[src/rtl/timer_pkg.sv]
// Shared definitions for the stopwatch/timer control stage and the BCD counters.
package timer_pkg;

    typedef enum logic [1:0] {
        IDLE  = 2'd0,
        RUN   = 2'd1,
        PAUSE = 2'd2,
        DONE  = 2'd3
    } state_t;

    localparam logic DOWN_COUNT = 1'b0;
    localparam logic UP_COUNT   = 1'b1;

endpackage

[src/rtl/edge_pulse.sv]
// Rising-edge detector for a debounced button level; one pulse per press.
module edge_pulse (
    input  logic clk,
    input  logic rst,
    input  logic level,
    output logic pulse
);

    logic prev;

    // History resets high so a button held through reset yields no edge.
    always_ff @(posedge clk) begin
        if (rst) begin
            prev <= 1'b1;
        end else begin
            prev <= level;
        end
    end

    assign pulse = level & ~prev;

endmodule

[src/rtl/timer_ctrl.sv]
// Stopwatch/timer control: button edges, run/pause/done FSM, tick divider, terminal detect.
module timer_ctrl
    import timer_pkg::*;
#(
    parameter int TICK_DIV = 100000000,
    parameter int TOP_TENS = 5,
    parameter int TOP_ONES = 9,
    parameter int DIV_W    = 27
) (
    input  logic       clk,
    input  logic       rst,
    input  logic       btn_start_stop,
    input  logic       btn_mode,
    input  logic       btn_clear,
    input  logic [3:0] digit_tens,
    input  logic [3:0] digit_ones,
    output logic       tick,
    output logic       en,
    output logic       clr,
    output logic       mode_select,
    output logic       zero,
    output logic       top,
    output logic       done
);

    localparam logic [DIV_W-1:0] DIV_LAST = DIV_W'(TICK_DIV - 1);
    localparam logic [3:0]       TENS_TOP = 4'(TOP_TENS);
    localparam logic [3:0]       ONES_TOP = 4'(TOP_ONES);

    logic             start_edge;
    logic             mode_edge;
    logic             clear_edge;
    logic             terminal;
    logic             mode_next;
    logic             clr_next;
    logic [DIV_W-1:0] div;
    logic [DIV_W-1:0] div_next;
    state_t           state;
    state_t           state_next;

    edge_pulse u_start (.clk(clk), .rst(rst), .level(btn_start_stop), .pulse(start_edge));
    edge_pulse u_mode  (.clk(clk), .rst(rst), .level(btn_mode),       .pulse(mode_edge));
    edge_pulse u_clear (.clk(clk), .rst(rst), .level(btn_clear),      .pulse(clear_edge));

    assign zero     = (mode_select == DOWN_COUNT) && (digit_tens == 4'd0) && (digit_ones == 4'd0);
    assign top      = (mode_select == UP_COUNT) && (digit_tens == TENS_TOP) && (digit_ones == ONES_TOP);
    assign terminal = zero | top;

    assign en   = (state == RUN);
    assign done = (state == DONE);
    assign tick = (state == RUN) && !terminal && (div == DIV_LAST);

    always_comb begin
        state_next = state;
        mode_next  = mode_select;
        clr_next   = 1'b0;
        if (clear_edge) begin
            state_next = IDLE;
            clr_next   = 1'b1;
        end else if (mode_edge && (state == IDLE)) begin
            mode_next = ~mode_select;
            clr_next  = 1'b1;
        end else if (start_edge) begin
            case (state)
                IDLE, PAUSE: state_next = RUN;
                RUN:         state_next = PAUSE;
                default:     state_next = state;
            endcase
        end else if ((state == RUN) && terminal) begin
            state_next = DONE;
        end
    end

    // The cycle in which a pause edge lands is still a RUN cycle, so it advances
    // the divider; the resume cycle is a PAUSE cycle and only holds it.
    always_comb begin
        div_next = '0;
        if (state_next inside {RUN, PAUSE}) begin
            if (state == RUN) begin
                div_next = (div == DIV_LAST) ? '0 : div + DIV_W'(1);
            end else if (state == PAUSE) begin
                div_next = div;
            end
        end
    end

    always_ff @(posedge clk) begin
        if (rst) begin
            state       <= IDLE;
            mode_select <= DOWN_COUNT;
            div         <= '0;
            clr         <= 1'b0;
        end else begin
            state       <= state_next;
            mode_select <= mode_next;
            div         <= div_next;
            clr         <= clr_next;
        end
    end

endmodule

[config.mk]
export PLATFORM = sky130hd
export DESIGN_NAME = timer_ctrl
export DESIGN_NICKNAME = d
export VERILOG_FILES = /design/src/rtl/timer_pkg.sv /design/src/rtl/edge_pulse.sv /design/src/rtl/timer_ctrl.sv
export SDC_FILE = /design/constraint.sdc
export NUM_CORES = 1
export LEC_CHECK = 0
export ABC_AREA = 1
export CAP_MARGIN = 0
export CORE_MARGIN = 2
export CORE_UTILIZATION = 40
export CTS_BUF_LIST = sky130_fd_sc_hd__clkbuf_16
export DETAILED_ROUTE_END_ITERATION = 8
export SYNTH_ARGS = -nofsm -noshare
export SYNTH_HDL_FRONTEND = slang
export SYNTH_SLANG_ARGS = --single-unit
[constraint.sdc]
create_clock -name clk -period 1.7 [get_ports clk]
set_input_delay 0.34 -clock clk [delete_from_list [all_inputs] [get_ports clk]]
set_output_delay 0.34 -clock clk [all_outputs]
set_load 0.05 [all_outputs]
# Word level (Yosys, flattened, before mapping)
# Index checks and enable logic that the tools add are counted.
totals:
  memories: 0
  out_inout_bits: 7
  latchBits: 0
  ram_bits: 0
  in_bits: 13
  regBits: 34
  rom_bits: 0
  word_cells: 53
op_classes:
  eq_ne: 9
  addsub: 1
  n_reduce_logical: 16
  shift: 0
  bitwise_logic: 10
  multipliers: 0
  div_mod_pow: 0
  mux: 10
  magnitude_cmp: 0
ops:
  columns: ["op", "n"]
  rows:
  - ["$mux W27", 3]
  - ["$add A27 B1 Y27 const B", 1]
  - ["$eq A27 B27 Y1 const B", 1]
  - ["$logic_and A1 B1 Y1", 8]
  - ["$logic_not A4 Y1", 2]
  - ["$mux W2", 4]
  - ["$eq A2 B2 Y1 const B", 3]
  - ["$not A1 Y1", 6]
  - ["$eq A2 B1 Y1 const B", 2]
  - ["$eq A4 B3 Y1 const B", 1]
  - ["$eq A4 B4 Y1 const B", 1]
  - ["$pmux W2 S2", 1]
  - ["$reduce_or A2 Y1", 2]
  - ["$and A1 B1 Y1", 3]
  - ["$logic_not A2 Y1", 1]
  - ["$mux W1", 2]
  - ["$ne A2 B2 Y1 const B", 1]
  - ["$reduce_and A2 Y1", 1]
  - ["$reduce_bool A2 Y1", 1]
  - ["$logic_not A1 Y1", 1]
  - ["$or A1 B1 Y1", 1]

# Logic depth before layout (Yosys ltp)
logic_depth:
  ltp_word: 13
  depth_mapped: 10
  depth_no_buf: 10

# Modules after synthesis
# From an unflattened synthesis, not the netlist that was laid out.
unflattened:
  hier_cells: 378
  hier_area_um2: 2322.2
by_module_without_submodules:
  columns: ["module", "seq_area_each_um2", "cells_each", "area_per_inst_um2", "n_inst"]
  rows:
  - ["timer_ctrl", 620.6, 363, 2209.6, 1]
  - ["edge_pulse", 20.0, 5, 37.5, 3]

# Least setup slack after synthesis
# Ideal clock, no wire load.
synth_path:
  kind: "register -> output"
  startpoint: "register mode_select"
  endpoint: "output tick"
  arrival_time_ns: 2.776
  t_required_ns: 1.360
  path_buffers: 0
  setup_slack_ns: -1.416
  stages_incl_launch_ff: 6
  path_cell_list: "dfxtp_1 nor2_1 and2_1 nand2_1 inv_1 nor4_1"
synth_between:
  elab_chain_len: 7
  word_cells_on_any_way: 9
  classes_between: "2 x bitwise; 7 x reduce/logical"
synth_rtl:
  columns: ["element", "line_no", "source"]
  rows:
  - ["start: declaration", "timer_ctrl.sv:20", "output logic mode_select,"]
  - ["start signal: assignment", "timer_ctrl.sv:95", "mode_select <= mode_next;"]
  - ["$not A1 Y1", "timer_ctrl.sv:45", "assign zero = (mode_select == DOWN_COUNT) && (digit_tens == 4'd0) && (digit_ones == 4'd0);"]
  - ["$logic_and A1 B1 Y1 (2 in series)", "timer_ctrl.sv:45", null]
  - ["net zero", "timer_ctrl.sv:21", "output logic zero,"]
  - ["$or A1 B1 Y1", "timer_ctrl.sv:47", "assign terminal = zero | top;"]
  - ["$logic_not A1 Y1", "timer_ctrl.sv:51", "assign tick = (state == RUN) && !terminal && (div == DIV_LAST);"]
  - ["$logic_and A1 B1 Y1 (2 in series)", "timer_ctrl.sv:51", null]
  - ["end: declaration", "timer_ctrl.sv:17", "output logic tick,"]
# The timed path passes the listed nets, and every way through them passes these cells.

# Final worst setup path
layout_path:
  startpoint: "register div[0]"
  endpoint: "output tick"
layout_between:
  elab_chain_len: 2
layout_rtl:
  columns: ["element", "line_no", "source"]
  rows:
  - ["start: declaration", "timer_ctrl.sv:36", "logic [DIV_W-1:0] div;"]
  - ["start signal: assignment", "timer_ctrl.sv:96", "div <= div_next;"]
  - ["$eq A27 B27 Y1", "timer_ctrl.sv:51", null]
  - ["$logic_and A1 B1 Y1", "timer_ctrl.sv:51", null]
# Every way passes these cells.

==> results.md <==
- Status: complete, but fails checks
- Failing checks: negative setup slack
- CP Capture Type: output port
- Initial Util: 41.4%
- Pleak: 0.00126 uW
- Die Wd: 79.5 um
- Row cnt: 27
- Area growth from synthesis to layout: 45.6%
- RSZ-0062 raised after global routing: yes
- Dominant cell type by area after synthesis: dfxtp_1
- Die Span Y: 79.5 um
- Worst-Margin Slew: 299 ps
- Top_reg_cell synth: dfxtp_1
- Final hold violations: 0
- Slew headroom: 80.0%
- WHS: 485 ps
- TNS Setup: -211 ps
- Mapped cell area: approximately 0.0023 mm2
- Syn nets: 394
- Number of max-cap violations: 0
- F_max: 523 MHz
- Total power per unit cell area: 545 mW/mm2
- IO Pins: 20
- CP Launch Type: flop
- Final Setup Violations: 1
- Register area share after synthesis: between 20% and 30%
- Global-route wire length before repair: 11.0 mm
- Iteration count of the initial detailed-routing pass: 5
- Clock sinks: 34
- Pre-CTS setup slack: -320 ps
- RePlAce Congestion: 0.885
- DIE AREA: ~0.0063 mm2
- Longest Clk Path Bufs: 2
- Yosys warns: 0
- Total CTS buffers: 5
- Critical-path cell list: ha_4 > nand2_4 > nor2_4 > nand2_2 > inv_2 > nand3_4 > nor4_4 > buf_12
- Arrival time worst endpoint: roughly 1600 ps
- Yosys reg bits: 34
- Antenna violations before repair: 0
- Vias in the first global route: 2,439
- Share of cells above drive strength 1: 28.3%
- DRC errors left: 0
- Reg-to-reg critical path startpoint: div[0]
- Syn Inst Count: 380
- Clock transition at the registers of the reported paths: around 50 ps
- Syn_area_per_cell: roughly 6 um2
- Synth top area cells: dfxtp_1 (30%), nand2_1 (17%), nor2_1 (12%)
- Worst Hold Depth: 2
- Synth cell types: 29
- Max incr delay on CP: 350 ps
- R2R depth: 11
- Core area: 0.00551 mm2
- Routed Antenna Nets: 0
- Part of the cycle the worst path needs: 112%
- DP HPWL: 4.90 mm
- Largest net degree at the start of global routing: 26
- Final Critical Period: about 1900 ps
- CTS Root Cell: clkbuf_16
- Nets: about 470
- Total Wirelength: 6.99 mm
- CTS tree: built
- Worst-path cell with the longest stage delay: dfxtp_4
- Initial drt markers: approximately 190
- CP required: 1360 ps
- Final Max Slew Viols: 0
- EDFF count, synth: 0
- Hold path start: mode_select
- Clock Latency Late Sink: 280 ps
- H-tree depth: 2
- Number of I/O port buffers: 19
- Routed WL per cell: 13.2 um
- Hold crit path type: flop to flop
- Post-Route Skew: 2.25 ps
- Largest fanout on the critical path: 2
- Total GRT Usage: ~22%
- Max rail drop VDD: about 0.00040 V
- GRT overflow: 0
- Via Count: between 2,000 and 3,000
- Async set-reset flop share out of synthesis: 0%
- Vias per std cell: 4.98
- Final WS setup: -211 ps
- Share of the synthesized area in the top cell type: 29.8%
- Critical Path Source: div[0]
- Critical setup path kind: flop to output port
- Ant. Diodes: 0
==> cells by family (layout without fill, tap and decap cells) <==
logic type | after synthesis | in the layout | synth area share (%)
AO/OA/AOI/OAI | 32 | 32 | 9.76
XOR/XNOR | 5 | 5 | 1.92
buffers and inverters | 57 | 135 | 10.3
AND/OR/NAND/NOR | 251 | 252 | 47.7
flip-flops | 34 | 34 | 29.8
adder cells (fa/ha/maj) | 1 | 1 | 0.548
==> final timing paths <==
| check | to | slack (ps) |
|---|---|---|
| setup reg to reg | div[15] | 40 |
| hold reg to reg | mode_select | 490 |
| setup / recovery | tick | -210 |
| hold / removal | mode_select | 490 |
==> sequential cells by signal, summed over array words and instances (netlist names) <==
signal        flops
clr               1
div              27
mode_select       1
state             2
u_clear.prev      1
u_mode.prev       1
u_start.prev      1
==> critical path: cells and delay by family, from the launching register on <==
kind / cells / cell delay, ps
flops: 1 / 350
fa+ha+maj: 1 / 140
buf+inv: 2 / 280
simple gates: 5 / 520
==> metrics by stage <==
| stage | instances | power, uW | area (um2) | util, % |
|---|---|---|---|---|
| after floorplan | 380 | 891 | 2330 | - |
| after global placement | 517 | 949 | 3020 | 54.9 |
| after detailed placement | 517 | 950 | 3020 | 54.9 |
| after CTS | 529 | 1810 | 3220 | 58.5 |
| after global routing | 531 | 1870 | 3320 | 60.3 |
| final | 531 | 1810 | 3320 | 60.3 |
==> report_power, final <==
group          switching, uW  internal [uW]  total, uW
registers               4.17            804        808
logic                   81.7           56.3        138
clock network            334            529        863
==> layout by cell type, fill, tap and decap left out, types with 6 or more instances in the layout <==
master,synthesis,final
nand3_1,35,29
buf_12,0,6
dlygate4sd2_1,0,8
nor2_1,75,67
nor2_2,3,7
dfxtp_1,34,30
nand4_1,13,13
nand2_2,5,6
buf_4,0,59
inv_1,50,48
nand2_1,106,102
a21oi_1,7,7
a21oi_2,14,14
==> synthesized netlist by cell type, types with 2 or more instances <==
master and n:
o21bai_1 2, nand2_1 106, buf_2 4, dfxtp_1 34
a21oi_1 7, o21ai_0 5, o22ai_1 2, xor2_1 5
inv_1 50, nor2_1 75, nand2_2 5, nand4_1 13
a21oi_2 14, nand3_1 35, nand3b_1 2, or2_2 4
nor3_1 2, nor2_2 3, buf_6 2
==> final cells by class <==
class                           instances  area [um2]
Multi-Input combinational cell        290        1540
Inverter                               50         190
Timing Repair Buffer                   77         673
Tap cell                               72        90.1
Sequential cell                        34         688
Fill cell                             535        2190
Clock buffer                            5         125
Clock inverter                          3        12.5
==> metal layers <==
layer / wire [um] / up-vias / global-route usage, % / part of all wire (%)
met5: 0 / - / 0 / 0
met4: 127 / 0 / 7.24 / 1.8
met3: 458 / 14 / 3.39 / 6.6
met2: 3220 / 86 / 37.1 / 46
met1: 3180 / 1183 / 29.5 / 45
li1: - / 1359 / - / -
==> repair_timing <==
item / CTS / global route
gates resized for setup: 19 / 21
hold buffers: 0 / 0
cloned: 0 / 1
endpoints found under the hold margin: 0 / 0
setup endpoints to repair: 20 / 30
pin swaps: 7 / 4
setup buffers: 4 / 1
No activity file was read; power rests on OpenSTA's default activity.
